$ cat config.mk
export PLATFORM = sky130hd
export DESIGN_NAME = muldiv_unit_flat
export DESIGN_NICKNAME = d
export VERILOG_FILES = /design/src/rtl/muldiv_unit_if.sv /design/src/rtl/muldiv_unit.sv /design/src/flat_wrapper.sv
export SDC_FILE = /design/constraint.sdc
export NUM_CORES = 1
export LEC_CHECK = 0
export ABC_AREA = 1
export BUFFER_PORTS_ARGS = -buffer_cell sky130_fd_sc_hd__clkbuf_2
export CAP_MARGIN = 20
export CORE_MARGIN = 3
export CORE_UTILIZATION = 42
export DETAILED_ROUTE_END_ITERATION = 8
export MAX_ROUTING_LAYER = met4
export REMOVE_ABC_BUFFERS = 1
export SYNTH_ARGS = -nofsm -noshare
export SYNTH_HDL_FRONTEND = slang
export SYNTH_SLANG_ARGS = --single-unit
$ cat constraint.sdc
create_clock -name clk -period 5.5 [get_ports clk]
set_input_delay 0.55 -clock clk [delete_from_list [all_inputs] [get_ports clk]]
set_output_delay 0.55 -clock clk [all_outputs]
set_load 0.02 [all_outputs]
$ cat src/rtl/muldiv_unit_if.sv
// muldiv_unit_if: issue, MTHI/MTLO and HI/LO result signals
// between control/datapath (master) and the multiply/divide unit (slave).
interface muldiv_unit_if #(
  parameter int XLEN = 32
);
  logic            start;
  logic [2:0]      op;
  logic [XLEN-1:0] A;
  logic [XLEN-1:0] B;
  logic            hi_we;
  logic            lo_we;
  logic [XLEN-1:0] wdata;
  logic            busy;
  logic            done;
  logic [XLEN-1:0] hi;
  logic [XLEN-1:0] lo;

  modport master (
    output start, op, A, B, hi_we, lo_we, wdata,
    input  busy, done, hi, lo
  );

  modport slave (
    input  start, op, A, B, hi_we, lo_we, wdata,
    output busy, done, hi, lo
  );
endinterface

$ cat src/rtl/muldiv_unit.sv
// muldiv_unit: iterative MULT/MULTU/DIV/DIVU owning HI/LO.
// Define MULDIV_MADD_EN to add the MADD/MADDU accumulate ops.
module muldiv_unit #(
  parameter int XLEN = 32
) (
  input logic          clk,
  input logic          rst,
  muldiv_unit_if.slave bus
);
  localparam int CW = $clog2(XLEN);

  typedef enum logic [1:0] {IDLE, RUN, FINISH} state_t;

  state_t            state;
  logic [CW-1:0]     cnt;
  logic [2:0]        op_q;
  logic              neg_a;
  logic              neg_b;
  logic [XLEN-1:0]   mag_a;
  logic [XLEN-1:0]   mag_b;
  logic [2*XLEN-1:0] acc;
  logic [XLEN-1:0]   hi_q;
  logic [XLEN-1:0]   lo_q;
  logic              busy_q;
  logic              done_q;

  logic              legal;
  logic              is_sgn;
  logic              run_div;
  logic [XLEN-1:0]   abs_a;
  logic [XLEN-1:0]   abs_b;
  logic [XLEN:0]     mul_sum;
  logic [XLEN:0]     div_top;
  logic [XLEN:0]     div_diff;
  logic [2*XLEN-1:0] acc_nxt;
  logic [2*XLEN-1:0] prod_s;
  logic [XLEN-1:0]   quo_s;
  logic [XLEN-1:0]   rem_s;

  assign bus.busy = busy_q;
  assign bus.done = done_q;
  assign bus.hi   = hi_q;
  assign bus.lo   = lo_q;

  always_comb begin
    legal = 1'b0;
    unique case (bus.op)
      3'b000, 3'b001,
      3'b010, 3'b011: legal = 1'b1;
`ifdef MULDIV_MADD_EN
      3'b100, 3'b101: legal = 1'b1;
`endif
      default:        legal = 1'b0;
    endcase
  end

  // Even op codes are the signed variants.
  assign is_sgn  = ~bus.op[0];
  assign run_div = (op_q[2:1] == 2'b01);
  assign abs_a   = (is_sgn && bus.A[XLEN-1]) ? -bus.A : bus.A;
  assign abs_b   = (is_sgn && bus.B[XLEN-1]) ? -bus.B : bus.B;

  // acc holds {partial, multiplier} or {remainder, quotient}.
  assign mul_sum  = {1'b0, acc[2*XLEN-1:XLEN]}
                  + (acc[0] ? {1'b0, mag_a} : '0);
  assign div_top  = acc[2*XLEN-1:XLEN-1];
  assign div_diff = div_top - {1'b0, mag_b};

  always_comb begin
    acc_nxt = {mul_sum, acc[XLEN-1:1]};
    if (run_div) begin
      if (div_diff[XLEN])
        acc_nxt = {div_top[XLEN-1:0], acc[XLEN-2:0], 1'b0};
      else
        acc_nxt = {div_diff[XLEN-1:0], acc[XLEN-2:0], 1'b1};
    end
  end

  // A zero divisor yields rem=|A|, so sign fix restores A.
  assign prod_s = (neg_a ^ neg_b) ? -acc : acc;
  assign rem_s  = neg_a ? -acc[2*XLEN-1:XLEN] : acc[2*XLEN-1:XLEN];
  assign quo_s  = (mag_b == '0) ? '1 :
                  (neg_a ^ neg_b) ? -acc[XLEN-1:0] : acc[XLEN-1:0];

  always_ff @(posedge clk) begin
    if (rst) begin
      state  <= IDLE;
      cnt    <= '0;
      op_q   <= '0;
      neg_a  <= 1'b0;
      neg_b  <= 1'b0;
      mag_a  <= '0;
      mag_b  <= '0;
      acc    <= '0;
      hi_q   <= '0;
      lo_q   <= '0;
      busy_q <= 1'b0;
      done_q <= 1'b0;
    end else begin
      done_q <= 1'b0;
      unique case (state)
        IDLE: begin
          if (bus.hi_we) hi_q <= bus.wdata;
          if (bus.lo_we) lo_q <= bus.wdata;
          if (bus.start && legal) begin
            op_q   <= bus.op;
            neg_a  <= is_sgn & bus.A[XLEN-1];
            neg_b  <= is_sgn & bus.B[XLEN-1];
            mag_a  <= abs_a;
            mag_b  <= abs_b;
            if (bus.op[2:1] == 2'b01)
              acc <= {{XLEN{1'b0}}, abs_a};
            else
              acc <= {{XLEN{1'b0}}, abs_b};
            cnt    <= CW'(XLEN - 1);
            busy_q <= 1'b1;
            state  <= RUN;
          end
        end
        RUN: begin
          acc <= acc_nxt;
          cnt <= cnt - 1'b1;
          if (cnt == '0) state <= FINISH;
        end
        FINISH: begin
          if (run_div) begin
            {hi_q, lo_q} <= {rem_s, quo_s};
          end else begin
`ifdef MULDIV_MADD_EN
            if (op_q[2])
              {hi_q, lo_q} <= {hi_q, lo_q} + prod_s;
            else
              {hi_q, lo_q} <= prod_s;
`else
            {hi_q, lo_q} <= prod_s;
`endif
          end
          busy_q <= 1'b0;
          done_q <= 1'b1;
          state  <= IDLE;
        end
        default: state <= IDLE;
      endcase
    end
  end
endmodule

$ cat src/flat_wrapper.sv
// flat-port wrapper written by rule: the top's interface ports become plain ports
module muldiv_unit_flat 
#(
  parameter int XLEN = 32
)
  (clk, rst, bus_start, bus_op, bus_A, bus_B, bus_hi_we, bus_lo_we, bus_wdata, bus_busy, bus_done, bus_hi, bus_lo);
  muldiv_unit_if #(.XLEN(XLEN)) bus_i ();
  input logic clk;
  input logic rst;
  input wire logic [$bits(bus_i.start)-1:0] bus_start;
  input wire logic [$bits(bus_i.op)-1:0] bus_op;
  input wire logic [$bits(bus_i.A)-1:0] bus_A;
  input wire logic [$bits(bus_i.B)-1:0] bus_B;
  input wire logic [$bits(bus_i.hi_we)-1:0] bus_hi_we;
  input wire logic [$bits(bus_i.lo_we)-1:0] bus_lo_we;
  input wire logic [$bits(bus_i.wdata)-1:0] bus_wdata;
  output wire logic [$bits(bus_i.busy)-1:0] bus_busy;
  output wire logic [$bits(bus_i.done)-1:0] bus_done;
  output wire logic [$bits(bus_i.hi)-1:0] bus_hi;
  output wire logic [$bits(bus_i.lo)-1:0] bus_lo;
  assign bus_i.start = bus_start;
  assign bus_i.op = bus_op;
  assign bus_i.A = bus_A;
  assign bus_i.B = bus_B;
  assign bus_i.hi_we = bus_hi_we;
  assign bus_i.lo_we = bus_lo_we;
  assign bus_i.wdata = bus_wdata;
  assign bus_busy = bus_i.busy;
  assign bus_done = bus_i.done;
  assign bus_hi = bus_i.hi;
  assign bus_lo = bus_i.lo;
  muldiv_unit #(.XLEN(XLEN)) u_core (.clk(clk), .rst(rst), .bus(bus_i));
endmodule
# After elaboration in Yosys (flattened, before gate mapping)
# Cells that the tools add are included.
dict set report word_totals {
  ff_bits 206
  latch_bits 0
  mem_bits_rw 0
  romBits 0
  input_bits 104
  out_inout_bits 66
  wordCells 78
  mem_count 0
}
dict set report op_classes {
  add_sub_neg 8
  n_mul 0
  div_mod_pow 0
  magnitude_cmp 0
  n_eq_ne 11
  shift 0
  muxes 27
  bitwise_logic 4
  n_reduce_logical 16
}
# operator n
set ops {}
lappend ops {{$mux 32} 11}
lappend ops {{$mux 64} 4}
lappend ops {{$neg 32->32} 4}
lappend ops {{$pmux 32 s2} 2}
lappend ops {{$pmux 64 s2} 1}
lappend ops {{$neg 64->64} 1}
lappend ops {{$add 32x33->33} 1}
lappend ops {{$sub 33x32->33} 1}
lappend ops {{$logic_not 32->1} 1}
lappend ops {{$reduce_and 2->1} 6}
lappend ops {{$pmux 5 s2} 1}
lappend ops {{$eq 2x1->1 const B} 3}
lappend ops {{$eq 3x2->1 const B} 2}
lappend ops {{$logic_not 5->1} 1}
lappend ops {{$mux 5} 1}
lappend ops {{$sub 5x1->5 const B} 1}
lappend ops {{$mux 2} 2}
lappend ops {{$ne 2x1->1 const B} 2}
lappend ops {{$ne 2x2->1 const B} 2}
lappend ops {{$pmux 2 s2} 1}
lappend ops {{$reduce_bool 2->1} 2}
lappend ops {{$reduce_or 4->1} 1}
lappend ops {{$eq 3x1->1 const B} 1}
lappend ops {{$logic_and 1x1->1} 3}
lappend ops {{8 further kinds} 11}

# Depth between registers and ports, before layout
# Gate-level depths: netlist of the first run.
dict set report logic_depth {
  word_depth 6
  depth_mapped 22
}

# Worst setup path after synthesis of the first run
# Ideal clock, no wire load.
dict set report synth_timing {
  path_type {reg-to-reg}
  from {register u_core.acc[0]}
  to {register u_core.acc[61]}
  setup_time_ns 0.134
  t_arrival_ns 2.386
  t_required_ns 5.366
  slack_ns 2.980
  stages_incl_launch_ff 22
  synth_period_minus_slack_ns 2.520
  cell_sequence {dfxtp_1 > buf_6 > clkbuf_1 > nand2_1 > inv_1 > ha_1 > inv_1 > fa_1 > inv_1 > nand3_1 > nand3_1 > nand2_1 > nand2_1 > nand2_1 > nand2_1 > nand2_1 > nand3_1 > nand3_1 > nand2_1 > inv_1 > nand2_1 > a21oi_1}
}
dict set report synth_via {
  elab_chain_cells 4
}
# item line
set synth_rtl {}
lappend synth_rtl {{start, declared} muldiv_unit.sv:21} ;# logic [2*XLEN-1:0] acc;
lappend synth_rtl {{start signal, assigned} muldiv_unit.sv:112} ;# acc <= {{XLEN{1'b0}}, abs_a};
lappend synth_rtl {{start signal, assigned} muldiv_unit.sv:114} ;# acc <= {{XLEN{1'b0}}, abs_b};
lappend synth_rtl {{start signal, assigned} muldiv_unit.sv:121} ;# acc <= acc_nxt;
lappend synth_rtl {{$mux 32} muldiv_unit.sv:65} ;# + (acc[0] ? {1'b0, mag_a} : '0);
lappend synth_rtl {{$add 32x33->33} muldiv_unit.sv:65}
lappend synth_rtl {{$mux 64} muldiv_unit.sv:71} ;# if (run_div) begin
lappend synth_rtl {{$pmux 64 s2} muldiv_unit.sv:101} ;# unique case (state)
# Every way passes these cells.
# A chain may end at the register's enable or synchronous reset.

# Worst setup path after layout of the first run
dict set report layout_timing {
  from {register u_core.neg_a}
  to {register u_core.hi_q[29] (netlist: u_core.bus.hi[29])}
}
dict set report layout_via {
  elab_chain_cells 4
  elab_cells_between_ends 5
  cone_classes {4 x mux; 1 x bitwise}
}
# item line
set layout_rtl {}
lappend layout_rtl {{start, declared} muldiv_unit.sv:17} ;# logic neg_a;
lappend layout_rtl {{start signal, assigned} muldiv_unit.sv:107} ;# neg_a <= is_sgn & bus.A[XLEN-1];
lappend layout_rtl {{$xor 1x1->1} muldiv_unit.sv:80} ;# assign prod_s = (neg_a ^ neg_b) ? -acc : acc;
lappend layout_rtl {{$mux 64} muldiv_unit.sv:80}
lappend layout_rtl {{$mux 32 (*)} muldiv_unit.sv:126} ;# if (run_div) begin
lappend layout_rtl {{$pmux 32 s2 (*)} muldiv_unit.sv:101}
lappend layout_rtl {{end signal, assigned} muldiv_unit.sv:103} ;# if (bus.hi_we) hi_q <= bus.wdata;
lappend layout_rtl {{end signal, assigned} muldiv_unit.sv:127} ;# {hi_q, lo_q} <= {rem_s, quo_s};
lappend layout_rtl {{end signal, assigned} muldiv_unit.sv:135} ;# {hi_q, lo_q} <= prod_s;
lappend layout_rtl {{end, declared} muldiv_unit.sv:22} ;# logic [XLEN-1:0] hi_q;
# Mark *: on every way between the ends. The rest lies on a longest branch, timed or not.

==> metrics.cfg, run 1 <==
[pwr]
powerDensity_nw_per_um2 = 257
peakVddDrop_mv = 0.319
power.leakage_nw = 11.4

[global_route]
grt_max_degree = 103
grt.overflow.total = 0
grt_usage_pct = 34.4
first_global_vias = 20600
grt_pass1_wl_mm = 124
antenna_found_initial = 0

[floorplan]
fp.coreArea_sq_um = 44700
io_pins = 170
row_count = 77
die_w_um = 220
die-height_um = 220
start_util_pct = 43.0
die_area_sq_um = 48300

[worst_setup_path]
worstPathCellList = or2_1 -> nand2_1 -> inv_2 -> o21ai_0 -> nand3_1 -> nand2_1 -> nand2_1 -> nand3_1 -> a21oi_1
max_stage_delay_ps = 1020
end_kind = flip-flop
crit_type = reg -> reg
critPathLaunchType = flip-flop
critPathArrivalTime_ps = 4300
cp_common_cell = nand2_1
worstPathRequired_ps = 5990
critPathMaxFanout = 53
slowest_stage = inv_2

[finish]
mostFrequentLayoutCell = nand2_1
n_antenna_cell = 0
area_growth_syn_to_layout_pct = 11.3
fin_area_sq_um = 21400
final_cell_mix = 963 x nand2_1, 593 x inv_1, 294 x nand3_1
layout.nets = 3707
drive_above_1_share_pct = 8.06
finalCoreUtilization_pct = 47.8

[clocking]
clock-sinks = 205
root_buffer = clkbuf_16
cts_tree = built
cts-resized-gates = 0
ctsHoldBuffers = 0
cts_buffer_depth = 3
worstSkewPairLatency_ps = 560
htreeDepth = 1
cts_made_buffers = 25
clkTransAtPathRegs_ps = 60
cts_setup_buffers = 0

[synth]
yosys_warnings = 0
synth.cell_area_sq_um = 19200
ys_seq_area_share_pct = 21.4
synth_cell_types = 43
synth_edf_count = 0
avgSynthCellArea_sq_um = 5.58
synth_flop_cell = dfxtp_1
synth_seq_cells = 205
async_flop_share_pct = 0
synth_cells = 3439

[timing]
timing.setup.tns_ps = 0
relSlewSlack_pct = 29.5
maxSlewViolCount = 0
period_needed_ps = 3810
fmax_mhz = 262
rsz0062_at_grt = no
fin_skew_ps = 11.2
finalSetupViolations = 0
fin_crit_sh_pct = 69.3
worst_pin_slew_ps = 1060
finalHoldViolCount = 0

[routing]
drt_wl_total_mm = 83.7
top_layer = met4
vias = 23100
vias_per_cell = 5.59
drtPass1Iterations = 6
drcViolationCount = 0
drtIter0Drc = 2468
wl_met3_mm = 6.90
dr_wl_met2_mm = 34.8
wl_met1_mm = 38.9
ant_nets = 0
wire_per_inst_um = 20.2

[run]
maxCapViolations = 0

[placement]
post_dp_cell_area_sq_um = 20400
gp_congestion = 1.04
dp_hpwl_mm = 67.0
io_buffers = 169

[worst_hold_path]
hold_class = in -> reg

[status]
outcome = complete, no violations

-- cell families (layout without fill, tap and decap cells) --
group / Yosys count / in the layout / synth area share [%]
AND/OR/NAND/NOR: 1692 / 1692 / 37.1
buffers and inverters: 735 / 844 / 14.8
AO/OA/AOI/OAI: 663 / 663 / 18.7
flip-flops: 205 / 205 / 21.4
adder cells (fa/ha/maj): 72 / 72 / 4.77
XOR/XNOR: 72 / 72 / 3.28
-- cell usage after synthesis, types with 21 or more instances --
cell | count | area share (%)
o21ai_0 | 252 | 6.6
ha_1 | 70 | 4.6
xnor2_1 | 22 | 1.0
buf_1 | 21 | 0.41
a31oi_1 | 26 | 0.85
clkbuf_1 | 87 | 1.7
dfxtp_1 | 205 | 21
nor2_1 | 265 | 5.2
nand3_1 | 295 | 7.7
o211ai_1 | 56 | 2.2
nor3_1 | 45 | 1.2
inv_1 | 595 | 12
nand2_1 | 964 | 19
a21oi_1 | 289 | 7.5
nand4_1 | 53 | 1.7
xor2_1 | 50 | 2.3
-- path summary, 6_finish.rpt --
path / start / endpoint / slack [ps] / depth (start not counted)
worst max register to register: u_core.neg_a / u_core.bus.hi[29] / 1690 / 9
worst min register to register: u_core.op_q[2] / u_core.op_q[2] / 470 / 2
worst min-delay path: bus_op[1] / u_core.op_q[1] / 280 / 3
worst max-delay path: u_core.neg_a / u_core.bus.hi[29] / 1690 / 9
-- area by class of cell --
class / instances / area [sq um]
Inverter: 603 / 2260
Clock inverter: 9 / 144
Timing Repair Buffer: 197 / 1120
Fill cell: 4901 / 23300
Multi-Input combinational cell: 2499 / 12300
Clock buffer: 35 / 713
Tap cell: 592 / 741
Sequential cell: 205 / 4100
-- critical path: cells and delay by family (launching register included) --
kind | cells | cell delay, ps
buffers and inverters | 1 | 1020
AO/OA/AOI/OAI | 2 | 580
AND/OR/NAND/NOR | 6 | 1160
flip-flops | 1 | 950
-- power breakdown --
part	internal [mW]	total [mW]	switching (mW)
clock	1.05	1.76	0.713
combinational	0.574	1.99	1.41
sequential	1.61	1.74	0.131
total	3.23	5.49	2.26
-- through the flow --
step	total power [mW]	instances	setup slack [ps]	hold slack, ps
after floorplan	2.98	3307	1010	421
after global placement	3.67	4091	1590	457
after detailed placement	3.68	4092	1790	466
after CTS	5.45	4136	1830	265
after global routing	5.77	4140	1390	294
final	5.49	4140	1690	283
-- per-layer routing --
| layer | vias up | track usage [%] |
|---|---|---|
| met2 | 1062 | 49.8 |
| met4 | 0 | 10.8 |
| met5 | - | - |
| li1 | 11200 | - |
| met3 | 133 | 3.96 |
| met1 | 10700 | 49.8 |
-- sequential cells by signal, summed over array words and instances, names as in the netlist --
name and cells:
u_core.neg_a 1, u_core.bus.done 1, u_core.op_q 2, u_core.bus.busy 1
u_core.bus.hi 32, u_core.cnt 5, u_core.neg_b 1, u_core.mag_b 32
u_core.bus.lo 32, u_core.acc 64, u_core.state 2, u_core.mag_a 32
Note: power is estimated with default switching activity, not from simulation.
==> inputs of run 2 (changes only) <==
Settings changed: ABC_AREA 1 to 0.
Clock period 5.5 ns to 3.95 ns, I/O delays scaled along.
==> run 2 against run 1 <==
First-iteration DRC count fell by 38%. Largest cell class unchanged. Critical path type unchanged. Sequential share of layout area rose by 3.7 points. Hold slack got worse by 140 ps.
==> metrics.cfg, run 2 <==
[timing]
fin_crit_sh_pct = 96.0  ; +27 points
worst_pin_slew_ps = 1010  ; -49.6 ps
period_needed_ps = 3790  ; -17.0 ps
relSlewSlack_pct = 32.2  ; +2.7 points
fmax_mhz = 264  ; +0.45%
finalSetupViolations = 0  ; unchanged
fin_skew_ps = 11.7  ; +0.478 ps
rsz0062_at_grt = no
finalHoldViolCount = 0  ; unchanged
maxSlewViolCount = 0  ; unchanged

[worst_setup_path]
crit_type = reg -> reg
worstPathCellList = inv_1 -> ha_1 -> fa_1 -> nand2b_1 -> a21oi_1 -> o21ai_0 -> a31oi_1 -> a31oi_2 -> xnor2_2 -> mux2_2 -> a221o_1
critPathMaxFanout = 5  ; -91%
max_stage_delay_ps = 460  ; -560 ps
end_kind = flip-flop
slowest_stage = a31oi_1
critPathLaunchType = flip-flop
crit_family = compound AO/OA/AOI/OAI gates
path_buf_inv = 1  ; unchanged
worstPathRequired_ps = 4410  ; -1580 ps
critPathArrivalTime_ps = 4250  ; -50 ps

[clocking]
cts_buffer_depth = 3  ; unchanged
root_buffer = clkbuf_16
cts_tree = built
clkTransAtPathRegs_ps = 60  ; about the same
cts_made_buffers = 26  ; +4.0%
htreeDepth = 1  ; unchanged
cts-resized-gates = 0  ; unchanged
clock-sinks = 205  ; unchanged
ctsHoldBuffers = 0  ; unchanged
worstSkewPairLatency_ps = 570  ; about the same
cts_setup_buffers = 0  ; unchanged

[synth]
avgSynthCellArea_sq_um = 7.42  ; +33%
yosys_warnings = 0  ; unchanged
synthTopCellsByArea = dfxtp_1 26%, a21oi_1 5.9%, ha_1 5.6%
yosys-top-cells-count = 226 x nand2_1, 205 x dfxtp_1, 202 x nor2_1
synth_flop_cell = dfxtp_1
synth_cell_types = 80  ; +86%
ys_seq_area_share_pct = 26.3  ; +4.9 points
synth_seq_cells = 205  ; unchanged
synth_cells = 2107  ; -39%
synth.cell_area_sq_um = 15600  ; -19%
synth_top_area_share_pct = 26.3  ; +4.9 points
yosysMostFrequentCell = nand2_1
synth_edf_count = 0  ; unchanged
async_flop_share_pct = 0  ; unchanged
yosys.area.top_type = dfxtp_1

[global_route]
grt_usage_pct = 31.0  ; -3.4 points
first_global_vias = 15600  ; -24%
grt.overflow.total = 0  ; unchanged
grt_pass1_wl_mm = 93.3  ; -25%
grt_max_degree = 161  ; +56%
antenna_found_initial = 2  ; +2

[routing]
vias_per_cell = 6.21  ; +11%
drtIter0Drc = 1519  ; -38%
drcViolationCount = 0  ; unchanged
drtPass1Iterations = 8  ; +2
vias = 16800  ; -27%
wire_per_inst_um = 22.7  ; +12%
ant_nets = 0  ; unchanged
drt_wl_total_mm = 61.4  ; -27%

[placement]
dp_hpwl_mm = 47.3  ; -29%
dp_cells = 2658  ; -35%
io_buffers = 169  ; unchanged
gp_congestion = 1.01  ; -3.1%

[pwr]
peakVddDrop_mv = 0.300  ; -5.7%
p_comb_share_pct = 24.2  ; -12 points
pwr-share-seq_pct = 37.7  ; +6.0 points
p_clk_share_pct = 38.1  ; +6.0 points
p_int_mw = 4.16  ; +29%
powerDensity_nw_per_um2 = 350  ; +36%
power.leakage_nw = 7.50  ; -34%
power_switching_share_pct = 33.8  ; -7.3 points
switchingPower_mw = 2.12  ; -5.8%

[floorplan]
die_area_sq_um = 39600  ; -18%
start_util_pct = 42.7  ; -0.27 points
row_count = 70  ; -9.1%
io_pins = 170  ; unchanged
die-height_um = 199  ; -9.5%
fp.coreArea_sq_um = 36600  ; -18%
die_w_um = 199  ; -9.5%

[finish]
n_antenna_cell = 0  ; unchanged
final_cell_mix = 226 x nand2_1, 205 x dfxtp_1, 200 x nor2_1
drive_above_1_share_pct = 14.0  ; +6.0 points
area_growth_syn_to_layout_pct = 14.8
layout.nets = 2395  ; -35%
largest_reg_flops = 64  ; unchanged
mostFrequentLayoutCell = nand2_1
top_register = u_core.acc
stdcell_count = 2706  ; -35%
finalCoreUtilization_pct = 49.0  ; +1.2 points

[run]
maxCapViolations = 0  ; unchanged

[worst_hold_path]
hold_class = in -> reg

[status]
outcome = complete, no violations

==> run 2: cell count changes after synthesis, moves of 45 or more <==
cell / delta
nand2_1: -738
inv_1: -533
nand3_1: -203
o21ai_0: -154
a21oi_1: -104
a211oi_1: +82
xnor2_1: +70
nor2_1: -63
clkbuf_1: +45
==> run 2: through the flow <==
step,TNS (ps),power (mW),worst slack [ps],cell area [sq um],hold WS [ps]
after floorplan,-1212710,3.33,-12980,15000,424
after global placement,0,3.88,327,17100,437
after detailed placement,0,3.90,269,17100,438
after CTS,0,6.28,262,17900,129
after global routing,0,6.53,3.77,17900,151
final,0,6.28,156,17900,142
==> run 2: worst reg2reg max path, delay by kind of cell, from the launching register on <==
family / cells / cell delay [ps]
AO/OA/AOI/OAI: 5 / 1500
adder cells (fa/ha/maj): 2 / 630
flip-flops: 1 / 440
multiplexers: 1 / 380
XOR/XNOR: 1 / 350
AND/OR/NAND/NOR: 1 / 250
buffers and inverters: 1 / 140
==> run 2: path summary, 6_finish.rpt <==
path | from | to | slack, ps | cells past startpoint
hold / removal | bus_wdata[28] | u_core.bus.hi[28] | 140 | 3
setup / recovery | u_core.acc[31] | u_core.acc[62] | 160 | 11
hold reg to reg | u_core.bus.lo[31] | u_core.bus.lo[31] | 450 | 2
setup reg to reg | u_core.acc[31] | u_core.acc[62] | 160 | 11
==> run 2: layer usage <==
metal | share of wire, % | global-route usage [%] | up-vias | routed length, um
li1 | - | - | 7954 | -
met1 | 47 | 45.0 | 8072 | 28600
met2 | 44 | 47.0 | 670 | 27000
met3 | 6.3 | 2.32 | 99 | 3860
met4 | 3.2 | 7.39 | 0 | 1940
met5 | 0 | - | - | 0
==> run 2: logic make-up after synthesis <==
group | after synthesis | share of synthesized area, %
AO/OA/AOI/OAI | 656 | 28.1
buffers and inverters | 212 | 5.22
XOR/XNOR | 164 | 9.24
adder cells (fa/ha/maj) | 72 | 5.86
flip-flops | 205 | 26.3
multiplexers | 24 | 1.58
AND/OR/NAND/NOR | 774 | 23.7
==> run 2: cell type report <==
cell class	instances	area, sq um
Clock buffer	42	771
Clock inverter	5	80.1
Fill cell	3724	18700
Inverter	62	233
Multi-Input combinational cell	1690	10800
Sequential cell	205	4100
Tap cell	468	586
Timing Repair Buffer	234	1400
==> run 2: power by group through the flow <==
stage,Sequential [mW],Combinational [mW],Clock [mW]
after floorplan,2.42,0.908,0
after global placement,2.41,1.47,0
after detailed placement,2.41,1.49,0
after CTS,2.36,1.50,2.42
after global routing,2.38,1.65,2.50
final,2.37,1.52,2.39
